<file path="src/rtl/neuron_pkg.sv">
// Fixed-point types, constants and output saturation shared by the learning-neuron datapath.
package neuron_pkg;

  localparam int unsigned N_SRC     = 32;
  localparam int unsigned DW        = 16;
  localparam int unsigned SW        = $clog2(N_SRC);
  localparam int unsigned AW        = DW + SW;
  localparam int unsigned FRAC_BITS = 12;

  typedef logic signed [DW-1:0] err_t;
  typedef logic signed [AW-1:0] acc_t;

  localparam err_t ERR_MAX = {1'b0, {(DW-1){1'b1}}};
  localparam err_t ERR_MIN = {1'b1, {(DW-1){1'b0}}};

  typedef struct packed {
    logic sat;
    err_t err;
  } sat_t;

  typedef enum logic [1:0] {
    ST_IDLE,
    ST_COLLECT,
    ST_EMIT
  } gather_state_t;

  // Clip a wide accumulator to Q4.12 and flag whether clipping happened.
  function automatic sat_t saturate(input acc_t a);
    sat_t r;
    if (a > acc_t'(ERR_MAX)) begin
      r.err = ERR_MAX;
      r.sat = 1'b1;
    end else if (a < acc_t'(ERR_MIN)) begin
      r.err = ERR_MIN;
      r.sat = 1'b1;
    end else begin
      r.err = a[DW-1:0];
      r.sat = 1'b0;
    end
    return r;
  endfunction

endpackage

</file>
<file path="src/rtl/backprop_error_gather.sv">
// Serially collects error contributions from the enabled downstream neurons,
// sums them at full precision and hands the saturated total upstream.
module backprop_error_gather
  import neuron_pkg::*;
(
  input  logic             clk,
  input  logic             rst_n,
  input  logic             start,
  input  logic [N_SRC-1:0] enabled,
  input  logic             in_valid,
  output logic             in_ready,
  input  logic [SW-1:0]    in_src,
  input  logic [DW-1:0]    in_err,
  output logic             out_valid,
  input  logic             out_ready,
  output logic [DW-1:0]    out_err,
  output logic             out_sat,
  output logic             busy,
  output logic             proto_err
);

  gather_state_t    state;
  acc_t             acc;
  logic [N_SRC-1:0] mask;
  logic [N_SRC-1:0] got;

  logic             src_ok;
  logic             accept;
  acc_t             acc_sum;
  logic [N_SRC-1:0] got_upd;
  sat_t             sat_res;

  // Qualify the incoming contribution against the latched mask.
  always_comb begin
    src_ok  = 32'(in_src) < N_SRC;
    accept  = src_ok && mask[in_src] && !got[in_src];
    acc_sum = acc + acc_t'($signed(in_err));
    got_upd = got | (N_SRC'(1) << in_src);
    sat_res = saturate(acc_sum);
  end

  always_ff @(posedge clk or negedge rst_n) begin
    if (!rst_n) begin
      state     <= ST_IDLE;
      acc       <= '0;
      mask      <= '0;
      got       <= '0;
      in_ready  <= 1'b0;
      out_valid <= 1'b0;
      out_err   <= '0;
      out_sat   <= 1'b0;
      busy      <= 1'b0;
      proto_err <= 1'b0;
    end else begin
      case (state)
        ST_IDLE: begin
          if (start) begin
            mask      <= enabled;
            acc       <= '0;
            got       <= '0;
            proto_err <= 1'b0;
            busy      <= 1'b1;
            if (enabled == '0) begin
              state     <= ST_EMIT;
              out_valid <= 1'b1;
              out_err   <= '0;
              out_sat   <= 1'b0;
            end else begin
              state    <= ST_COLLECT;
              in_ready <= 1'b1;
            end
          end
        end
        ST_COLLECT: begin
          if (in_valid && in_ready) begin
            if (accept) begin
              acc <= acc_sum;
              got <= got_upd;
              // Final contribution: present the total on the very next cycle.
              if (got_upd == mask) begin
                state     <= ST_EMIT;
                in_ready  <= 1'b0;
                out_valid <= 1'b1;
                out_err   <= sat_res.err;
                out_sat   <= sat_res.sat;
              end
            end else begin
              proto_err <= 1'b1;
            end
          end
        end
        ST_EMIT: begin
          if (out_ready) begin
            state     <= ST_IDLE;
            out_valid <= 1'b0;
            busy      <= 1'b0;
          end
        end
        default: state <= ST_IDLE;
      endcase
    end
  end

endmodule
</file>
<file path="config.mk">
export PLATFORM = sky130hd
export DESIGN_NAME = backprop_error_gather
export DESIGN_NICKNAME = d
export VERILOG_FILES = /design/src/rtl/neuron_pkg.sv /design/src/rtl/backprop_error_gather.sv
export SDC_FILE = /design/constraint.sdc
export NUM_CORES = 1
export LEC_CHECK = 0
export ABC_CLOCK_PERIOD_IN_PS = 6300
export BUFFER_PORTS_ARGS = -buffer_cell sky130_fd_sc_hd__clkbuf_2
export CAP_MARGIN = 5
export CELL_PAD_IN_SITES_DETAIL_PLACEMENT = 1
export CELL_PAD_IN_SITES_GLOBAL_PLACEMENT = 2
export CORE_ASPECT_RATIO = 1.25
export CORE_UTILIZATION = 40
export DETAILED_ROUTE_END_ITERATION = 7
export PLACE_DENSITY = 0.87
export SYNTH_ARGS = -nofsm -noshare
export SYNTH_HDL_FRONTEND = slang
export SYNTH_SLANG_ARGS = --single-unit
</file>
<file path="constraint.sdc">
create_clock -name clk -period 6.3 [get_ports clk]
set_clock_uncertainty 0.1 [all_clocks]
set_input_delay 0.315 -clock clk [delete_from_list [all_inputs] [get_ports clk]]
set_output_delay 0.315 -clock clk [all_outputs]
set_load 0.005 [all_outputs]
</file>
Yosys cells after proc, flatten, opt, wreduce, memory -nomap -nowiden
Cells that the tools add are included.
Storage, ports and cells
  register bits: 108
  output and inout port bits: 21
Cells by class
  muxes and demuxes: 52
  equal/unequal tests: 11
  bitwise gates (word level): 1
  $lt $le $gt $ge: 3
  add/subtract/negate cells: 1
  shift operators: 1
  reductions and logical operators: 16
Operators with widths (number)
  2-to-1 mux 32 bit: 3
  2-to-1 mux 16 bit: 5
  case mux 32 bit (2 select lines): 1
  2-to-1 mux 21 bit: 3
  case mux 21 bit (2 select lines): 1
  2-to-1 mux 17 bit: 2
  equality test 32 bit: 1
  zero test 32 bit: 1
  OR 32 bit: 1
  case mux 16 bit (2 select lines): 1
  << shifter 1 x 5 -> 32 bit, first input constant: 1
  2-to-1 mux 1 bit: 22
  adder 21 x 16 -> 21 bit: 1
  greater-than comparator 21 x 16 -> 1 bit, second input constant: 1
  < comparator 21 x 16 -> 1 bit, second input constant: 1
  inequality test 2 bit, second input constant: 8
  2-to-1 mux 2 bit: 6
  AND reduction 6 bit: 2
  binary-select mux 1 bit (select 5 bit): 2
  case mux 1 bit (2 select lines): 4
  AND reduction 4 bit: 2
  AND reduction 7 bit: 1
  < comparator 5 x 6 -> 1 bit, second input constant: 1
  case mux 2 bit (3 select lines): 1
  other kinds (11): 13

Longest topological paths before layout
Gate-level depths: netlist (run 1).
  word-level depth: 8
  depth in mapped cells: 14
  depth with buffers taken out: 12

Worst setup path before layout (run 1)
Ideal clock, no wire load.
  path type: register -> register
  start: reg acc[0]
  end: reg out_err[12]
  stages on the path, launching flop included: 14
  setup slack: 3.253 ns
  required time: 6.123 ns
  library setup time: 0.077 ns
  path buffers: 1
  arrival time: 2.870 ns
  path through: dfrtp_1 > ha_1 > inv_1 > fa_1 > nand2b_1 > a21oi_1 > or4_4 > a21oi_4 > a2111oi_2 > a311oi_4 > o41ai_4 > buf_6 > a21oi_1 > o21ai_1
Between the ends
  longest elaborated chain between the ends: 8
  elaborated cells between the ends (all ways): 9
RTL lines
  start: declaration: line backprop_error_gather.sv:23  | acc_t acc;
  start signal: assignment: line backprop_error_gather.sv:77  | acc <= acc_sum;
  adder 21 x 16 -> 21 bit (*): line backprop_error_gather.sv:37  | acc_sum = acc + acc_t'($signed(in_err));
  < comparator 21 x 16 -> 1 bit: line neuron_pkg.sv:33  | end else if (a < acc_t'(ERR_MIN)) begin
  2-to-1 mux 17 bit: line neuron_pkg.sv:33
  2-to-1 mux 17 bit (*): line neuron_pkg.sv:30  | if (a > acc_t'(ERR_MAX)) begin
  2-to-1 mux 16 bit (*): line backprop_error_gather.sv:80  | if (got_upd == mask) begin
  2-to-1 mux 16 bit (*): line backprop_error_gather.sv:76  | if (accept) begin
  2-to-1 mux 16 bit (*): line backprop_error_gather.sv:75  | if (in_valid && in_ready) begin
  case mux 16 bit (2 select lines) (*): line backprop_error_gather.sv:55  | case (state)
  end signal: assignment: line backprop_error_gather.sv:84  | out_err <= sat_res.err;
  end: declaration: line backprop_error_gather.sv:16  | output logic [DW-1:0] out_err,
Mark *: on every way between the ends. The rest lies on a longest branch, timed or not. The select of a mux whose other input is x is not followed.
A chain may end at the register's enable or synchronous reset.

Final worst setup path (run 1)
  start: reg acc[0]
  end: reg out_err[4]
Same word-level chain as after synthesis.

==> PnR_summary.wiki, run 1 <==
{| class="wikitable"
! Metric !! Value
|-
| Non-filler instance count after layout || roughly 980
|-
| Total of cells resized after clock tree synthesis || 0
|-
| Post-synth EDFFs || 0
|-
| Layout overhead on the synthesized area || 13.1%
|-
| RSZ-0062 raised after global routing || no
|-
| Path type of the worst min-delay path || input pin to register
|-
| Post-layout minimum cycle time || ~3.8 ns
|-
| Number of violations reported at the end of detailed-routing iteration 0 || 323
|-
| H-Tree Level Count || 3
|-
| Number of detailed-routing iterations run before antenna repair || 4
|-
| Maximum number of pins on one net before global-route repair || 73
|-
| Overall power after layout || around 1.5 mW
|-
| Number of hold-repair buffers added at the cts stage || 1
|-
| Final clock period utilization by the worst path || between 50% and 60%
|-
| GR Util All Layers || approximately a quarter
|-
| Number of cell rows || 52
|-
| Required time of the critical path || 6.46 ns
|-
| Power per unit of standard cell area || around 200 nW/um^2
|-
| Total inserted antenna cells || 0
|-
| Vertical die dimension || ~150 um
|-
| Wire length of the first global-routing pass || 32100 um
|-
| Final setup fails || 0
|-
| Number of vias per cell after detailed routing || between 5 and 6
|-
| Synth Flop Type || dfrtp_1
|-
| Net total in the final layout || 838
|-
| Nature of the critical path endpoint || register
|-
| Via count of the first global-routing pass || a little over 6000
|-
| Worst relative slew slack || between 30% and 40%
|-
| TritonCTS clock tree || built
|-
| Placeable core region || roughly 16000 sq um
|-
| Synth Warn # || 0
|-
| VDD IR max || between 0.1 and 0.15 mV
|-
| Post-route ant nets || 0
|-
| Worst hold slack || around 0.11 ns
|-
| Wire length after detailed routing || ~20000 um
|-
| Arrival time reported for the critical path endpoint || slightly below 4 ns
|-
| Placer congestion estimate || around 0.9
|-
| Die outline width || 117 um
|-
| Final Slew Violations || 0
|-
| Initial antenna violation count || 0
|-
| GRT overflow || 0
|-
| Placed cell count || 960
|-
| Post-CTS clock slew at the launch and capture registers of the worst setup and hold paths || roughly 0.08 ns
|-
| Number of DRC violations after detailed routing || 0
|-
| Mapped cell area || ~6600 sq um
|-
| Routed wirelength normalized by instance count || just over 20 um
|-
| Post-synthesis instance total || between 600 and 700
|-
| Setup TNS || 0 ns
|-
| Clock root buffer || clkbuf_16
|-
| Post-CTS Setup Inserts || 0
|-
| Placed wire-length estimate after detailed placement || ~15000 um
|-
| Final Instance Area || around 7400 sq um
|-
| Total via count in the routed design || 5683
|-
| Number of clock buffers inserted by TritonCTS || 9
|-
| Highest clock rate || ~260 MHz
|-
| Die Outline Area || 16900 sq um
|-
| Placed Area || 7090 sq um
|-
| Number of different library cells in the post-synthesis netlist || 66
|-
| Static Leak || ~3.5 nW
|-
| Portion of the post-synthesis area used by sequential elements || between 40 and 50%
|-
| Nets in the synthesized netlist || about 780
|-
| Standard cell with the maximum stage delay on the critical path || o41ai_4
|-
| Later-pin clock latency in the skew report || ~0.35 ns
|-
| Highest net fanout along the worst path || 16
|-
| Cell chain of the critical path || ha_1, inv_1, fa_1, nand2b_1, a21oi_1, or4_4, a21oi_4, a2111oi_2, a311oi_4, o41ai_4, a21oi_1, o21ai_1
|-
| Initial core utilization || 40.7%
|-
| Most numerous cell on the critical path || a21oi_1
|-
| Startpoint kind of the worst setup timing path || register
|-
| Count of input and output buffers || 78
|-
| Max-Cap Viols || 0
|-
| Clock tree sinks || about 110
|-
| Outcome || finished, final reports clean
|-
| Fraction of synthesis flops using an asynchronous set or reset pin || between 90% and 100%
|-
| Post-Place Setup Slack || between 2 and 2.5 ns
|-
| Critical path's largest stage delay || 0.82 ns
|-
| Post-route setup slack || 2.52 ns
|-
| Number of buffers on the longest clock path || 2
|-
| Flops & latches, synth || between 100 and 150
|-
| Final number of hold-violating endpoints || 0
|-
| Worst slew pin tran || about 1.0 ns
|-
| Mapped Avg Cell Area || ~9.4 sq um
|-
| Utilization after layout || between 40% and 50%
|-
| Path type of the worst setup path || register to register
|-
| Number of placed I/O pins || just under 80
|-
| Fraction of final layout cells sized beyond drive strength 1 || roughly a fifth
|}
-- cell usage after synthesis, drive strengths merged, types with 3 or more instances --
cell       n  area, sq um
dfrtp    108         2700
a21oi     78          405
nand2     64          240
o21ai     51          255
nor2      43          161
mux2      34          383
xor2      26          228
inv       24         90.1
ha        23          288
clkbuf    19         71.3
xnor2     19          166
a22o      18          158
buf       17         91.3
nand3     17         90.1
nand2b    14         87.6
nor2b     12         75.1
nor4      12         75.1
o22ai     11         68.8
nand4     10         62.6
a32oi      9         78.8
and3       7         43.8
a211oi     6         45.0
a21o       6         46.3
and2       6         37.5
nor3       6         30.0
o211ai     6         50.1
a221oi     4         35.0
a31oi      4         31.3
mux2i      4         40.0
a2111oi    3         32.5
a32o       3         30.0
and3b      3         26.3
nand3b     3         22.5
nor3b      3         22.5
o21a       3         22.5
o31ai      3         27.5
-- cells by family (layout without fill, tap and decap cells) --
group           after synthesis  after routing  share of synthesized area (%)
compound gates              215            215                           21.6
simple gates                208            208                           15.9
flops                       108            108                           41.2
buf+inv                      60            122                           3.85
xor+xnor                     45             45                           6.00
mux                          39             39                           6.79
fa+ha+maj                    24             24                           4.69
-- routing by layer --
layer  vias to the layer above  track usage, %  wire length [um]
met2                       105            44.9             10900
li1                       2668               -                 -
met3                        40            2.17               470
met4                         0            8.67               534
met5                         -               0                 0
met1                      2870            28.9              7960
-- cell type report --
class / count / area (sq um)
clock buffer: 10 / 229
multi-input combinational: 531 / 3610
clock inverter: 6 / 100
timing repair buffer: 82 / 425
inverter: 24 / 90.1
fill: 1912 / 8710
tap: 216 / 270
sequential: 108 / 2700
-- power breakdown --
group,internal (mW),total [mW],switching (mW)
Combinational,0.0427,0.128,0.0850
Sequential,0.692,0.692,0
Clock,0.358,0.631,0.274
-- critical path, delay by kind of cell, from the launching register on --
family	cells	cell delay, ns
compound gates	7	2.17
fa+ha+maj	2	0.60
buf+inv	1	0.06
flops	1	0.37
simple gates	2	0.39
-- cells in the final DEF (no fill, tap or decap), types with 4 or more instances in the layout --
cell,n
o21ai_1,19
nor2_1,43
a211oi_1,6
dfrtp_1,108
o22ai_1,11
clkbuf_2,77
nor4_1,12
clkbuf_16,9
and2_1,6
o21ai_0,32
nand2_1,64
a21o_1,5
a32oi_1,9
buf_4,4
ha_1,23
mux2i_1,4
nor3_1,6
nand3_1,16
xnor2_1,19
a21oi_1,76
nand2b_1,14
o211ai_1,5
nand4_1,10
a221oi_1,4
and3_1,7
a22o_1,18
xor2_1,26
inv_1,23
mux2_2,34
nor2b_1,12
-- path summary, 6_finish.rpt --
kind                             from           to  slack [ns]  cells after the start
hold / removal             enabled[4]      mask[4]        0.11                      2
setup / recovery               acc[0]   out_err[4]        2.52                     12
setup reg to reg               acc[0]   out_err[4]        2.52                     12
max in group asynchronous       rst_n  out_err[15]        4.38                      3
min in group asynchronous       rst_n    proto_err        0.40                      2
hold reg to reg               acc[16]      acc[16]        0.39                      2
-- registers in the layout, summed over array words and instances, names as in the netlist, 2 cells and up --
signal and count:
out_err 16, mask 32, acc 21, state 2, got 32
No activity file was read; power rests on OpenSTA's default activity.
==> inputs of run 2 (changes only) <==
Settings changed: ABC_AREA set to 1, ABC_CLOCK_PERIOD_IN_PS 6300 to 3600, CORE_UTILIZATION 40 to 33, PLACE_DENSITY 0.87 to 0.82.
Clock period 6.3 ns to 3.6 ns, I/O delays scaled along.
==> run 2 against run 1 <==
Effect of this change:
- register-to-register slack got worse by 2.0 ns
- worst setup slack got worse by 2.0 ns
- highest routed layer unchanged
- first-iteration DRC count fell by 11%
- critical endpoint unchanged
- count of clock-buffer cells in the layout rose by 2
- sequential power rose to 2.7 times the previous value
- total power rose to 4.3 times the previous value
- largest cell class unchanged
==> PnR_summary.wiki, run 2 <==
{| class="wikitable"
! Metric !! Value
|-
| Outcome || finished, final reports clean (unchanged)
|-
| H-Tree Level Count || 3 (unchanged)
|-
| Count of input and output buffers || 78 (unchanged)
|-
| Post-route setup slack || 0.496 ns (was 2.52 ns)
|-
| Vertical die dimension || 171 um (was 145 um)
|-
| Net total in the final layout || 1326 (was 838)
|-
| Synth Warn # || 0 (unchanged)
|-
| Number of hold-repair buffers added at the cts stage || 31 (was 1)
|-
| RSZ-0062 raised after global routing || no (unchanged)
|-
| Required time of the critical path || 3.76 ns (was 6.46 ns)
|-
| Placed wire-length estimate after detailed placement || 19700 um (was 15000 um)
|-
| Placer congestion estimate || 0.854 (was 0.898)
|-
| Number of vias per cell after detailed routing || 5.04 (was 5.82)
|-
| Synth Flop Type || dfrtp_1 (unchanged)
|-
| Post-synth EDFFs || 0 (unchanged)
|-
| Setup TNS || 0 ns (unchanged)
|-
| Mapped cell area || 7500 sq um (was 6560 sq um)
|-
| Number of DRC violations after detailed routing || 0 (unchanged)
|-
| Final Slew Violations || 0 (unchanged)
|-
| Max-Cap Viols || 0 (unchanged)
|-
| Initial core utilization || 33.6% (was 40.7%)
|-
| Maximum number of pins on one net before global-route repair || 65 (was 73)
|-
| Startpoint kind of the worst setup timing path || register (unchanged)
|-
| Number of cells on the critical path || 18 (was 12)
|-
| CP startpoint || acc[0] (unchanged)
|-
| Nature of the critical path endpoint || register (unchanged)
|-
| Highest net fanout along the worst path || 16 (unchanged)
|-
| Static Leak || 4.74 nW (was 3.46 nW)
|-
| Portion of the post-synthesis area used by sequential elements || 36.0% (was 41.2%)
|-
| Via count of the first global-routing pass || 8273 (was 6133)
|-
| Largest area contributor in the synthesized netlist || dfrtp_1 (unchanged)
|-
| TritonCTS clock tree || built (unchanged)
|-
| Critical path's largest stage delay || 0.46 ns (was 0.82 ns)
|-
| Fraction of synthesis flops using an asynchronous set or reset pin || 100% (unchanged)
|-
| Count leader, synth || nand2_1 (was dfrtp_1)
|-
| Highest clock rate || 322 MHz (was 265 MHz)
|-
| Total of cells resized after clock tree synthesis || 0 (unchanged)
|-
| Buffer and inverter count on the worst path || 1 (unchanged)
|-
| VDD IR max || 0.349 mV (was 0.120 mV)
|-
| Final setup fails || 0 (unchanged)
|-
| Initial antenna violation count || 1 (was 0)
|-
| Number of buffers on the longest clock path || 2 (unchanged)
|-
| Worst relative slew slack || 32.9% (was 30.1%)
|-
| Number of placed I/O pins || 79 (unchanged)
|-
| Wire length after detailed routing || 26200 um (was 19800 um)
|-
| Clock tree sinks || 108 (unchanged)
|-
| Cell count of the worst reg-to-reg path || 18 (was 12)
|-
| Critical register-to-register path endpoint || out_err[4] (unchanged)
|-
| Post-layout minimum cycle time || 3.10 ns (was 3.78 ns)
|-
| Post-Place Setup Slack || 0.422 ns (was 2.40 ns)
|-
| Total via count in the routed design || 7725 (was 5683)
|-
| Arrival time reported for the critical path endpoint || 3.26 ns (was 3.94 ns)
|-
| GR Util All Layers || 24.4% (about the same)
|-
| Number of different library cells in the post-synthesis netlist || 34 (was 66)
|-
| Clock root buffer || clkbuf_16 (unchanged)
|-
| Number of cell rows || 61 (was 52)
|-
| Most frequent standard cell in the layout excluding fill and tap cells || nand2_1 (was dfrtp_1)
|-
| FF-to-FF Start || acc[0] (unchanged)
|-
| Layout overhead on the synthesized area || 17.6% (was 13.1%)
|-
| Final number of hold-violating endpoints || 0 (unchanged)
|-
| Most frequent cells in the layout || nand2_1, inv_1, dfrtp_1, nand3_1, nor2_1 (was dfrtp_1, clkbuf_2, a21oi_1, nand2_1, nor2_1)
|-
| Die Outline Area || 23300 sq um (was 16900 sq um)
|-
| Routed wirelength normalized by instance count || 17.1 um (was 20.3 um)
|-
| Path type of the worst setup path || register to register (unchanged)
|-
| Power per unit of standard cell area || 706 nW/um^2 (was 195 nW/um^2)
|-
| Cells taking the most area after synthesis || dfrtp_1, nand2_1, inv_1 (was dfrtp_1, mux2_2, a21oi_1)
|-
| Post-CTS Setup Inserts || 0 (unchanged)
|-
| Wire length of the first global-routing pass || 43300 um (was 32100 um)
|-
| Flops & latches, synth || 108 (unchanged)
|-
| Later-pin clock latency in the skew report || 0.37 ns (was 0.35 ns)
|-
| Number of violations reported at the end of detailed-routing iteration 0 || 286 (was 323)
|-
| GRT overflow || 0 (unchanged)
|-
| Post-synthesis instance total || 1147 (was 699)
|-
| Path type of the worst min-delay path || input pin to register (unchanged)
|-
| Cell chain of the critical path || ha_1, inv_1, fa_1, nand3b_1, nor2_1, nand2_1, nand3_1, nand2_1, nand2_1, nand2_1, nand2_1, nand2_1, nor2_1, nand3_1, nand2_1, nand2_1, nand2_1, nand2_1 (was ha_1, inv_1, fa_1, nand2b_1, a21oi_1, or4_4, a21oi_4, a2111oi_2, a311oi_4, o41ai_4, a21oi_1, o21ai_1)
|-
| Die outline width || 137 um (was 117 um)
|-
| Post-route ant nets || 0 (unchanged)
|-
| Post-synth top cells || nand2_1, inv_1, dfrtp_1 (was dfrtp_1, a21oi_1, nand2_1)
|-
| Registers with the highest flip-flop counts || got: 32 flops, mask: 32 flops, acc: 21 flops (unchanged)
|-
| Minimum setup slack among reg-to-reg paths || 0.50 ns (was 2.52 ns)
|-
| Largest delay contributor family on the critical path || simple AND/OR/NAND/NOR gates (was compound AO/OA/AOI/OAI gates)
|-
| Most numerous cell on the critical path || nand2_1 (was a21oi_1)
|-
| Worst slew pin tran || 1.00 ns (was 1.05 ns)
|-
| Number of detailed-routing iterations run before antenna repair || 4 (unchanged)
|-
| Standard cell with the maximum stage delay on the critical path || nand2_1 (was o41ai_4)
|-
| Mapped Avg Cell Area || 6.54 sq um (was 9.39 sq um)
|-
| Fraction of final layout cells sized beyond drive strength 1 || 10.6% (was 19.2%)
|-
| Post-CTS clock slew at the launch and capture registers of the worst setup and hold paths || 0.08 ns (about the same)
|-
| Nets in the synthesized netlist || 1229 (was 781)
|-
| Final clock period utilization by the worst path || 86.2% (was 59.9%)
|-
| Placeable core region || 22300 sq um (was 16100 sq um)
|-
| Share of Yosys cell area claimed by the top area cell type || 36.0% (was 41.2%)
|-
| Critical path destination || out_err[4] (unchanged)
|-
| Number of clock buffers inserted by TritonCTS || 9 (unchanged)
|}
run 2: layer usage:
metal / GRT usage [%] / wire [um] / vias to the layer above
li1: - / - / 3866
met1: 27.8 / 10800 / 3715
met2: 45.5 / 13900 / 106
met3: 2.61 / 565 / 38
met4: 10.3 / 950 / 0
met5: 0 / 0 / -
run 2: logic make-up (layout without fill, tap and decap cells):
group | after synthesis | count (layout) | share of synthesized area [%]
AO/OA/AOI/OAI | 120 | 120 | 8.48
XOR/XNOR | 13 | 13 | 1.52
adder cells (fa/ha/maj) | 24 | 24 | 4.11
buffers and inverters | 177 | 279 | 9.36
flip-flops | 108 | 108 | 36.0
multiplexers | 7 | 7 | 1.05
other | 0 | 1 | 0
AND/OR/NAND/NOR | 698 | 698 | 39.4
run 2: layout make-up:
| class | instances | area [sq um] |
|---|---|---|
| diodes | 1 | 2.50 |
| clock buffers | 12 | 246 |
| clock inverters | 4 | 56.3 |
| fillers | 2947 | 13500 |
| inverters | 139 | 522 |
| multi-input cells | 862 | 4100 |
| flip-flops and latches | 108 | 2700 |
| well taps | 283 | 354 |
| repair buffers | 124 | 841 |
run 2: power breakdown:
part / internal, mW / switching (mW)
Sequential: 1.57 / 0.278
Combinational: 1.07 / 2.23
Clock: 0.567 / 0.514
run 2: stage by stage:
step | instances | area [sq um] | hold WS (ns) | total power, mW | utilization, %
after CTS | 1532 | 8820 | 0.00231 | 6.33 | 39.6
after global placement | 1485 | 8200 | 0.275 | 5.13 | 36.8
final | 1533 | 8820 | 0.0168 | 6.23 | 39.6
after global routing | 1533 | 8820 | 0.0202 | 6.83 | 39.6
after detailed placement | 1485 | 8200 | 0.291 | 5.19 | 36.8
after floorplan | 1147 | 7500 | -0.216 | 4.11 | -
run 2: worst reg2reg max path: cells and delay by family, from the launching register on:
family | cells | cell delay [ns]
simple gates | 15 | 1.85
buf+inv | 1 | 0.08
flops | 1 | 0.35
fa+ha+maj | 2 | 0.62
run 2: worst min-delay path by stage:
stage | from | to | slack, ns | cells after the start
4_1_cts | start | mask[9] | 0.002 | 3
3_5_place_dp | rst_n | mask[20] | 0.29 | 1
3_3_place_gp | rst_n | mask[20] | 0.27 | 1
5_1_grt | enabled[4] | mask[4] | 0.02 | 3
6_report | enabled[5] | mask[5] | 0.02 | 3
2_1_floorplan | rst_n | acc[0] | -0.22 | 0
==> inputs of run 3 (changes only) <==
Settings changed: ABC_AREA 1 to 0, CORE_UTILIZATION 33 to 37.
==> run 3 against run 2 <==
Effect of this change:
- core utilization increased by 5.8 points
- design area decreased by 10%
- critical path depth fell by 5
- via count shrank 24%
- count of clock-buffer cells in the layout fell by 1
- critical path type unchanged
==> PnR_summary.wiki, run 3 (synthesis gave the netlist of run 1 again) <==
{| class="wikitable"
! Metric !! Value
|-
| Net switching power || 636 uW (was 3.02 mW)
|-
| Nature of the critical path endpoint || register (unchanged)
|-
| Layout overhead on the synthesized area || 20.6% (was 17.6%)
|-
| Placed wire-length estimate after detailed placement || 15400 um (was 19700 um)
|-
| Placed cell count || 987 (was 1485)
|-
| Final Slew Violations || 0 (unchanged)
|-
| Critical path's largest stage delay || 0.51 ns (was 0.46 ns)
|-
| Final setup fails || 0 (unchanged)
|-
| Placeable core region || 17400 sq um (was 22300 sq um)
|-
| Setup TNS || 0 ns (unchanged)
|-
| Standard cell with the maximum stage delay on the critical path || or4_4 (was nand2_1)
|-
| Cell count of the worst reg-to-reg path || 13 (was 18)
|-
| Number of clock buffers inserted by TritonCTS || 9 (unchanged)
|-
| Maximum number of pins on one net before global-route repair || 61 (was 65)
|-
| Number of cells on the critical path || 13 (was 18)
|-
| Post-layout minimum cycle time || 3.36 ns (was 3.10 ns)
|-
| Buffer and inverter count on the worst path || 2 (was 1)
|-
| Worst slew pin tran || 0.859 ns (was 1.00 ns)
|-
| Logic pwr share || 10.5% (was 53.0%)
|-
| Highest net fanout along the worst path || 16 (unchanged)
|-
| RSZ-0062 raised after global routing || no (unchanged)
|-
| Largest delay contributor family on the critical path || compound AO/OA/AOI/OAI gates (was simple AND/OR/NAND/NOR gates)
|-
| Number of placed I/O pins || 79 (unchanged)
|-
| Via count of the first global-routing pass || 6269 (was 8273)
|-
| Internal || 1.91 mW (was 3.21 mW)
|-
| Wire length after detailed routing || 20300 um (was 26200 um)
|-
| Clock Power Share || 41.9% (was 17.4%)
|-
| Area of combinational cells with multiple inputs || 3620 sq um (was 4100 sq um)
|-
| Non-filler instance count after layout || 1037 (was 1533)
|-
| Startpoint kind of the worst setup timing path || register (unchanged)
|-
| Highest clock rate || 298 MHz (was 322 MHz)
|-
| Arrival time reported for the critical path endpoint || 3.48 ns (was 3.26 ns)
|-
| Post-route ant nets || 0 (unchanged)
|-
| Count of input and output buffers || 78 (unchanged)
|-
| Number of DRC violations after detailed routing || 0 (unchanged)
|-
| Worst relative slew slack || 42.6% (was 32.9%)
|-
| Number of violations reported at the end of detailed-routing iteration 0 || 264 (was 286)
|-
| Count of filler cells inserted in the layout || 2012 (was 2947)
|-
| Registers with the highest flip-flop counts || got: 32 flops, mask: 32 flops, acc: 21 flops (unchanged)
|-
| Path type of the worst setup path || register to register (unchanged)
|-
| Min-Delay Path Depth || 3 (unchanged)
|-
| GR Util All Layers || 23.5% (was 24.4%)
|-
| Most frequent cells in the layout || dfrtp_1, clkbuf_2, a21oi_1, nand2_1, nor2_1 (was nand2_1, inv_1, dfrtp_1, nand3_1, nor2_1)
|-
| Max-Cap Viols || 0 (unchanged)
|-
| Die Outline Area || 18300 sq um (was 23300 sq um)
|-
| Initial core utilization || 37.7% (was 33.6%)
|-
| TritonCTS clock tree || built (unchanged)
|-
| Number of cell rows || 54 (was 61)
|-
| Post-CTS clock slew at the launch and capture registers of the worst setup and hold paths || 0.08 ns (about the same)
|-
| Routed wirelength normalized by instance count || 19.6 um (was 17.1 um)
|-
| Outcome || finished, final reports clean (unchanged)
|-
| Net total in the final layout || 890 (was 1326)
|-
| Final clock period utilization by the worst path || 93.3% (was 86.2%)
|-
| Clock tree sinks || 108 (unchanged)
|-
| H-Tree Level Count || 3 (unchanged)
|-
| Sequential cell area || 2700 sq um (unchanged)
|-
| Number of buffers on the longest clock path || 2 (unchanged)
|-
| Vertical die dimension || 151 um (was 171 um)
|-
| Most frequent standard cell in the layout excluding fill and tap cells || dfrtp_1 (was nand2_1)
|-
| Required time of the critical path || 3.72 ns (was 3.76 ns)
|-
| Worst hold slack || 0.0382 ns (was 0.0168 ns)
|-
| Final number of hold-violating endpoints || 0 (unchanged)
|-
| Switching share of power || 25.0% (was 48.5%)
|-
| Later-pin clock latency in the skew report || 0.36 ns (was 0.37 ns)
|-
| Clock root buffer || clkbuf_16 (unchanged)
|-
| Placer congestion estimate || 0.858 (was 0.854)
|-
| Number of detailed-routing iterations run before antenna repair || 4 (unchanged)
|-
| VDD IR max || 0.204 mV (was 0.349 mV)
|-
| Number of vias per cell after detailed routing || 5.65 (was 5.04)
|-
| GRT overflow || 0 (unchanged)
|-
| Total inserted antenna cells || 0 (was 1)
|-
| Power per unit of standard cell area || 321 nW/um^2 (was 706 nW/um^2)
|-
| Initial antenna violation count || 0 (was 1)
|-
| Fraction of final layout cells sized beyond drive strength 1 || 20.5% (was 10.6%)
|-
| Wire length of the first global-routing pass || 33400 um (was 43300 um)
|-
| Static Leak || 3.69 nW (was 4.74 nW)
|-
| Sequential cell fraction of total power || 47.6% (was 29.7%)
|-
| Die outline width || 121 um (was 137 um)
|-
| Total via count in the routed design || 5858 (was 7725)
|-
| Path type of the worst min-delay path || input pin to register (unchanged)
|-
| Cell chain of the critical path || ha_1, inv_1, fa_1, nand2b_1, a21oi_1, or4_4, a21oi_4, a21o_2, xor2_1, o41ai_4, buf_6, nor2b_1, o21ai_1 (was ha_1, inv_1, fa_1, nand3b_1, nor2_1, nand2_1, nand3_1, nand2_1, nand2_1, nand2_1, nand2_1, nand2_1, nor2_1, nand3_1, nand2_1, nand2_1, nand2_1, nand2_1)
|}
[run 3: area by class of cell]
| type | count | share of cell area, % |
|---|---|---|
| timing repair buffer | 134 | 11.4 |
| clock buffer | 11 | 3.19 |
| clock inverter | 5 | 0.854 |
| tap | 224 | 3.54 |
| inverter | 24 | 1.14 |
| multi-input combinational | 531 | 45.8 |
| sequential | 108 | 34.2 |
[run 3: timing repair]
item                       4_1_cts  5_1_grt
hold buffers                    33        0
buffers inserted                 0        1
gates resized for setup          0        2
setup endpoints to repair        0        1
hold endpoints to repair        90        0
[run 3: per-stage QoR]
stage	cell area (sq um)	power, mW	utilization [%]	setup slack, ns
floorplan	6560	1.36	-	0.553
global placement	7240	1.46	41.5	0.375
detailed placement	7240	1.47	41.5	0.265
CTS	7890	2.57	45.3	0.248
global route	7910	2.63	45.4	0.0165
finish	7910	2.54	45.4	0.240
[run 3: worst paths after layout]
check,startpoint,endpoint,slack (ns)
worst max-delay path,acc[0],out_sat,0.24
worst max register to register,acc[0],out_sat,0.24
max in group asynchronous,rst_n,got[13],2.17
worst min register to register,acc[19],acc[19],0.40
min in group asynchronous,rst_n,mask[16],0.36
worst min-delay path,out_ready,busy,0.04
[run 3: worst min-delay path, stage by stage]
cell and delay (ns):
clkbuf_2 0.09, nand2_1 0.07, a22o_1 0.12
[run 3: power by group through the flow]
stage                     sequential [mW]  clock (mW)  combinational [mW]
final                                1.21        1.07               0.266
after CTS                            1.21        1.09               0.265
after detailed placement             1.24           0               0.235
after global placement               1.24           0               0.228
after global routing                 1.21        1.13               0.293
after floorplan                      1.24           0               0.123
[run 3: per-layer routing]
metal  track usage, %  share of wire, %  wire length, um  up-vias
li1                 -                 -                -     2760
met1             28.0                41             8400     2945
met2             44.0                54            10900      121
met3             2.33               2.7              546       32
met4             7.84               2.4              489        0
met5                0                 0                0        -
